$ cat src/rtl/sram_loader.sv
// sram_loader: packs a byte stream into 16-bit words and writes them to an async SRAM.
// Define LOADER_VERIFY_EN to read each word back after writing and flag mismatches in err[1].
module sram_loader #(
    parameter int unsigned WE_CYCLES = 2,
    parameter logic [17:0] MAX_ADDR  = 18'h3FFFF
) (
    input  logic        CLK,
    input  logic        RST,
    input  logic        in_valid,
    input  logic [7:0]  in_data,
    output logic        in_ready,
    output logic        SRAM_WE,
    output logic        SRAM_CE,
    output logic        SRAM_OE,
    output logic        SRAM_LB,
    output logic        SRAM_UB,
    output logic [17:0] SRAM_A,
    output logic [15:0] SRAM_DQ_OUT,
    output logic        SRAM_DQ_OE,
    input  logic [15:0] SRAM_D,
    output logic        done,
    output logic [1:0]  err,
    output logic [18:0] words_written
);
    typedef enum logic [2:0] {
        IDLE, SETUP, PULSE, HOLD,
`ifdef LOADER_VERIFY_EN
        VRD1, VRD2,
`endif
        DONE
    } loaderState;

    loaderState state, nextState;
    logic [17:0] addr;
    logic [15:0] word;
    logic        haveLow;
    logic [3:0]  pulseCnt;
    logic        errOvf, errVfy;
    logic        accept, pulseDone, endWord, commit;
    loaderState  finishState;

    assign accept      = in_valid && in_ready;
    assign pulseDone   = pulseCnt == 4'(WE_CYCLES - 1);
    assign endWord     = word[15:12] == 4'b0000;
    assign finishState = (endWord || addr == MAX_ADDR) ? DONE : IDLE;
`ifdef LOADER_VERIFY_EN
    assign commit = state == VRD2;
`else
    assign commit = state == HOLD;
    logic unusedSramD;
    assign unusedSramD = ^SRAM_D;
    assign errVfy      = 1'b0;
`endif

    assign in_ready      = state == IDLE && !RST;
    assign done          = state == DONE;
    assign err           = {errVfy, errOvf};
    assign SRAM_A        = addr;
    assign SRAM_DQ_OUT   = word;
    assign SRAM_LB       = 1'b0;
    assign SRAM_UB       = 1'b0;

    always_ff @(posedge CLK or posedge RST)
        if (RST) state <= IDLE;
        else     state <= nextState;

    always_comb begin
        nextState  = state;
        SRAM_WE    = 1'b1;
        SRAM_CE    = 1'b1;
        SRAM_OE    = 1'b1;
        SRAM_DQ_OE = 1'b0;
        case (state)
            IDLE:  if (accept && haveLow) nextState = SETUP;
            SETUP: begin
                SRAM_CE    = 1'b0;
                SRAM_DQ_OE = 1'b1;
                nextState  = PULSE;
            end
            PULSE: begin
                SRAM_CE    = 1'b0;
                SRAM_WE    = 1'b0;
                SRAM_DQ_OE = 1'b1;
                if (pulseDone) nextState = HOLD;
            end
            HOLD: begin
                SRAM_CE    = 1'b0;
                SRAM_DQ_OE = 1'b1;
`ifdef LOADER_VERIFY_EN
                nextState  = VRD1;
`else
                nextState  = finishState;
`endif
            end
`ifdef LOADER_VERIFY_EN
            VRD1: begin
                SRAM_CE   = 1'b0;
                SRAM_OE   = 1'b0;
                nextState = VRD2;
            end
            VRD2: begin
                SRAM_CE   = 1'b0;
                SRAM_OE   = 1'b0;
                nextState = finishState;
            end
`endif
            DONE:    nextState = DONE;
            default: nextState = IDLE;
        endcase
    end

    always_ff @(posedge CLK or posedge RST) begin
        if (RST) begin
            addr          <= '0;
            word          <= '0;
            haveLow       <= 1'b0;
            pulseCnt      <= '0;
            errOvf        <= 1'b0;
            words_written <= '0;
        end else begin
            if (accept) begin
                if (haveLow) word[15:8] <= in_data;
                else         word[7:0]  <= in_data;
                haveLow <= !haveLow;
            end
            pulseCnt <= state == PULSE ? pulseCnt + 4'd1 : 4'd0;
            // end-instruction takes priority over the address-overflow check
            if (commit) begin
                words_written <= words_written + 19'd1;
                if (!endWord && addr == MAX_ADDR) errOvf <= 1'b1;
                if (!endWord && addr != MAX_ADDR) addr <= addr + 18'd1;
            end
        end
    end

`ifdef LOADER_VERIFY_EN
    always_ff @(posedge CLK or posedge RST)
        if (RST)                                  errVfy <= 1'b0;
        else if (state == VRD2 && SRAM_D != word) errVfy <= 1'b1;
`endif
endmodule

$ cat config.mk
export PLATFORM = sky130hd
export DESIGN_NAME = sram_loader
export DESIGN_NICKNAME = d
export VERILOG_FILES = /design/src/rtl/sram_loader.sv
export SDC_FILE = /design/constraint.sdc
export NUM_CORES = 1
export LEC_CHECK = 0
export CORE_MARGIN = 1.5
export CORE_UTILIZATION = 55
export DETAILED_ROUTE_END_ITERATION = 12
export DONT_BUFFER_PORTS = 1
export PLACE_DENSITY = 0.76
export SYNTH_ARGS = -nofsm -noshare
export SYNTH_HDL_FRONTEND = slang
export SYNTH_SLANG_ARGS = --single-unit
$ cat constraint.sdc
create_clock -name CLK -period 1.6 [get_ports CLK]
set_clock_uncertainty 0.15 [all_clocks]
set_input_delay 0.08 -clock CLK [delete_from_list [all_inputs] [get_ports CLK]]
set_output_delay 0.08 -clock CLK [all_outputs]
set_load 0.01 [all_outputs]
==> metrics.txt <==
# TYPE chip_impl_metric gauge
chip_impl_metric{name="pwr_density_cell",unit="mW/mm²"} 1390
chip_impl_info{name="crit_path_end_kind",value="register"} 1
chip_impl_metric{name="leakagePower",unit="nW"} 2.03
chip_impl_metric{name="clock.fmax",unit="GHz"} 0.541
chip_impl_metric{name="multi_input_area",unit="mm²"} 0.00152
chip_impl_metric{name="post_synth_edffs",unit=""} 0
chip_impl_metric{name="die-area",unit="mm²"} 0.00571
chip_impl_metric{name="min_period",unit="ns"} 1.85
chip_impl_metric{name="post-synth-top-area-fraction",unit=""} 0.536
chip_impl_metric{name="die_x",unit="µm"} 75.5
chip_impl_info{name="tritoncts",value="yes"} 1
chip_impl_metric{name="stdcell_area",unit="mm²"} 0.00425
chip_impl_metric{name="final_max_slew_viol_count",unit=""} 0
chip_impl_metric{name="grt_pass1_vias",unit=""} 2429
chip_impl_info{name="violations",value="setup timing"} 1
chip_impl_metric{name="place.port_buffers",unit=""} 0
chip_impl_metric{name="synth_seq_area_share",unit=""} 0.536
chip_impl_metric{name="route.detailed.wl_per_inst",unit="µm"} 18.7
chip_impl_info{name="worst_setup_path_start_kind",value="register"} 1
chip_impl_metric{name="ys_types",unit=""} 43
chip_impl_metric{name="postSynthAreaPerCell",unit="µm²"} 12.1
chip_impl_metric{name="via_count",unit=""} 2322
chip_impl_info{name="synth_top_cell_by_area",value="dfrtp_1"} 1
chip_impl_metric{name="finalNetCount",unit=""} 374
chip_impl_metric{name="final_setup_viols",unit=""} 45
chip_impl_metric{name="yosys_register_bits",unit=""} 62
chip_impl_metric{name="antenna_violations_before_repair",unit=""} 0
chip_impl_metric{name="cpPeakStageDelay",unit="ns"} 0.62
chip_impl_metric{name="number_of_placement_rows",unit=""} 26
chip_impl_metric{name="synthCells",unit=""} 239
chip_impl_info{name="outcome",value="complete, but fails checks"} 1
chip_impl_metric{name="yosys.area_share.adder",unit=""} 0.0173
chip_impl_metric{name="grt.total_usage",unit=""} 0.272
chip_impl_info{name="crit_path_top_delay_cell",value="or4_4"} 1
chip_impl_metric{name="grt-ovfl-total",unit=""} 0
chip_impl_metric{name="yosys.area_share.simple",unit=""} 0.174
chip_impl_metric{name="layout-drive-gt1-share",unit=""} 0.520
chip_impl_metric{name="fin_hold_viols",unit=""} 0
chip_impl_metric{name="synth_async_sr_flop_share",unit=""} 1.00
chip_impl_metric{name="ant_nets",unit=""} 0
chip_impl_metric{name="route.detailed.vias_per_inst",unit=""} 5.56
chip_impl_metric{name="numCtsBuffers",unit=""} 9
chip_impl_metric{name="initial_drt_markers",unit=""} 153
chip_impl_info{name="final_common_cell",value="buf_4"} 1
chip_impl_metric{name="register_area",unit="mm²"} 0.00156
chip_impl_metric{name="drt_pre_antenna_iters",unit=""} 4
chip_impl_info{name="timing.setup.critical_path_class",value="register to register"} 1
chip_impl_metric{name="data_required_time_of_the_critical_path",unit="ns"} 1.69
chip_impl_metric{name="maxSlewHeadroom",unit=""} 0.522
chip_impl_metric{name="tightestPinTransition",unit="ns"} 0.716
chip_impl_metric{name="total_number_of_yosys_warnings",unit=""} 0
chip_impl_metric{name="drc",unit=""} 0
chip_impl_metric{name="fp.dieH",unit="µm"} 75.5
chip_impl_info{name="ys.flop_type",value="dfrtp_1"} 1
chip_impl_metric{name="dp.final_hpwl",unit="µm"} 4630
chip_impl_metric{name="synth_mux_area_frac",unit=""} 0.0674
chip_impl_metric{name="cap_violations",unit=""} 0
chip_impl_metric{name="post-route-period-util",unit=""} 1.15
chip_impl_metric{name="routed_wirelength",unit="µm"} 7810
chip_impl_info{name="synth_area_leaders",value="dfrtp_1 54%, xnor2_1 8.2%, mux2_2 6.2%, xor2_1 2.7%, nand4_1 2.4%"} 1
chip_impl_metric{name="gp_congestion",unit=""} 0.796
chip_impl_metric{name="ir_worst_vdd",unit="V"} 0.00109
chip_impl_metric{name="synth-compound-area-share",unit=""} 0.0549
chip_impl_metric{name="synthToLayoutAreaGrowth",unit="%"} 46.9
chip_impl_metric{name="global_route_wire_length_before_repair",unit="µm"} 11300
chip_impl_metric{name="htree_levels",unit=""} 3
chip_impl_metric{name="critPathMaxFanout",unit=""} 7
chip_impl_metric{name="clk-insertion-delay-late",unit="ns"} 0.35
chip_impl_metric{name="xor_xnor_cell_area_share_of_the_yosys_netlist",unit=""} 0.109
chip_impl_metric{name="syn-cell-area",unit="mm²"} 0.00289
chip_impl_metric{name="setup_ws",unit="ns"} -0.248
chip_impl_metric{name="cp.arrival",unit="ns"} 1.94
chip_impl_info{name="grt_setup_unrepaired",value="true"} 1
chip_impl_info{name="synth_top_family_by_area",value="simple AND/OR/NAND/NOR gates"} 1
chip_impl_metric{name="clock-sinks",unit=""} 62
chip_impl_metric{name="dpl_cell_area",unit="mm²"} 0.00354
chip_impl_metric{name="worst_setup_hold_path_clk_slew",unit="ns"} 0.07
chip_impl_metric{name="floorplan.initialDensity",unit=""} 0.570
chip_impl_metric{name="top_ports",unit=""} 90
chip_impl_metric{name="post-place-ws",unit="ns"} -0.247
chip_impl_info{name="layout_common_cells",value="77 x buf_4, 58 x dfrtp_1, 24 x xnor2_1"} 1
chip_impl_info{name="clock_root_buffer",value="clkbuf_8"} 1
chip_impl_metric{name="fill_cells",unit=""} 289
chip_impl_info{name="worstPathCellList",value="nand4_1 -> or4_4 -> o2111ai_2 -> xnor2_1"} 1
chip_impl_metric{name="clk_path_buf_depth",unit=""} 2
chip_impl_info{name="hold_class",value="primary input to async pin"} 1
chip_impl_metric{name="area_of_the_core_region",unit="mm²"} 0.00507
chip_impl_metric{name="largest_net_degree_at_the_start_of_global_routing",unit=""} 33
chip_impl_metric{name="antenna-diode-count",unit=""} 0
[kinds of logic (layout without fill, tap and decap cells)]
| family | count (synthesis) | in the layout |
|---|---|---|
| muxes | 17 | 17 |
| and+or+nand+nor | 81 | 83 |
| other | 2 | 4 |
| adders and majority gates | 4 | 4 |
| buffers and inverters | 18 | 123 |
| AOI/OAI and AO/OA | 19 | 19 |
| xor gates and xnor gates | 36 | 36 |
| DFF | 62 | 62 |
[per-stage QoR]
stage               std cells  TNS [ns]  hold slack [ns]  power [W]  utilization
finish                    418     -5.82            0.251    0.00592        0.838
global route              418     -8.65            0.307    0.00618        0.838
CTS                       414     -4.04            0.266    0.00570        0.815
detailed placement        376     -5.07          -0.0590    0.00383        0.697
global placement          376     -3.59          -0.0646    0.00374        0.697
floorplan                 241     -5.35           0.0412    0.00318            -
[critical path: cells and delay by family (launching register included)]
kind | cells | cell delay [ns]
flip-flops | 1 | 0.36
AO/OA/AOI/OAI | 1 | 0.23
AND/OR/NAND/NOR | 2 | 0.82
XOR/XNOR | 1 | 0.19
[path summary, 6_finish.rpt]
kind,startpoint,to,slack (ns),cells past startpoint
max in group asynchronous,RST,SRAM_A[11],0.47,3
worst max register to register,SRAM_A[14],SRAM_A[17],-0.25,4
worst min-delay path,RST,state[1],0.25,2
worst min register to register,pulseCnt[0],pulseCnt[0],0.36,1
min in group CLK,in_data[2],SRAM_DQ_OUT[10],0.30,2
worst max-delay path,SRAM_A[14],SRAM_A[17],-0.25,4
[timing repair]
action	CTS	global route
cloned	2	0
pin swaps	27	17
gates resized for setup	41	21
setup buffers	11	4
endpoints found under the setup margin	51	52
hold buffers	10	0
endpoints found under the hold margin	49	0
[routing by layer]
| metal | global-route usage | routed length, µm | vias up |
|---|---|---|---|
| li1 | - | - | 1049 |
| met1 | 0.287 | 2820 | 1177 |
| met2 | 0.501 | 4330 | 78 |
| met3 | 0.0952 | 489 | 18 |
| met4 | 0.0972 | 172 | 0 |
| met5 | 0 | 0 | - |
[report_power, final]
group          switching [W]  leakage (nW)  internal (W)  total, W
clock network       0.000631         0.108      0.000913   0.00154
registers           0.000397         0.815       0.00192   0.00232
logic               0.000976          1.11       0.00108   0.00205
total                0.00200          2.03       0.00392   0.00592
[registers in the layout, indices dropped and copies added, names as in the netlist]
name,cells
pulseCnt,4
SRAM_A,18
SRAM_DQ_OUT,16
state,3
haveLow,1
words_written,19
errOvf,1
[layout make-up]
| class | count | share of cell area |
|---|---|---|
| sequential | 62 | 0.366 |
| clock buffer | 10 | 0.0324 |
| tap | 70 | 0.0206 |
| multi-input combinational | 163 | 0.358 |
| timing repair buffer | 100 | 0.196 |
| inverter | 7 | 0.00706 |
| clock inverter | 6 | 0.0200 |
[synth_stat cells (2+ instances only)]
| cell | n |
|---|---|
| a21oi_1 | 4 |
| nand4_1 | 11 |
| and4_1 | 2 |
| a31oi_1 | 2 |
| nor4_1 | 3 |
| mux2_2 | 16 |
| buf_4 | 6 |
| inv_1 | 7 |
| nand3_1 | 8 |
| nand2_1 | 16 |
| buf_6 | 3 |
| xnor2_1 | 27 |
| clkbuf_1 | 2 |
| o2111ai_1 | 3 |
| and3_1 | 7 |
| nor2_1 | 15 |
| or4_4 | 2 |
| o211ai_2 | 5 |
| and2_1 | 2 |
| ha_1 | 4 |
| conb_1 | 2 |
| xor2_1 | 9 |
| nor3b_2 | 2 |
| dfrtp_1 | 62 |
No activity file was read; power rests on OpenSTA's default activity.
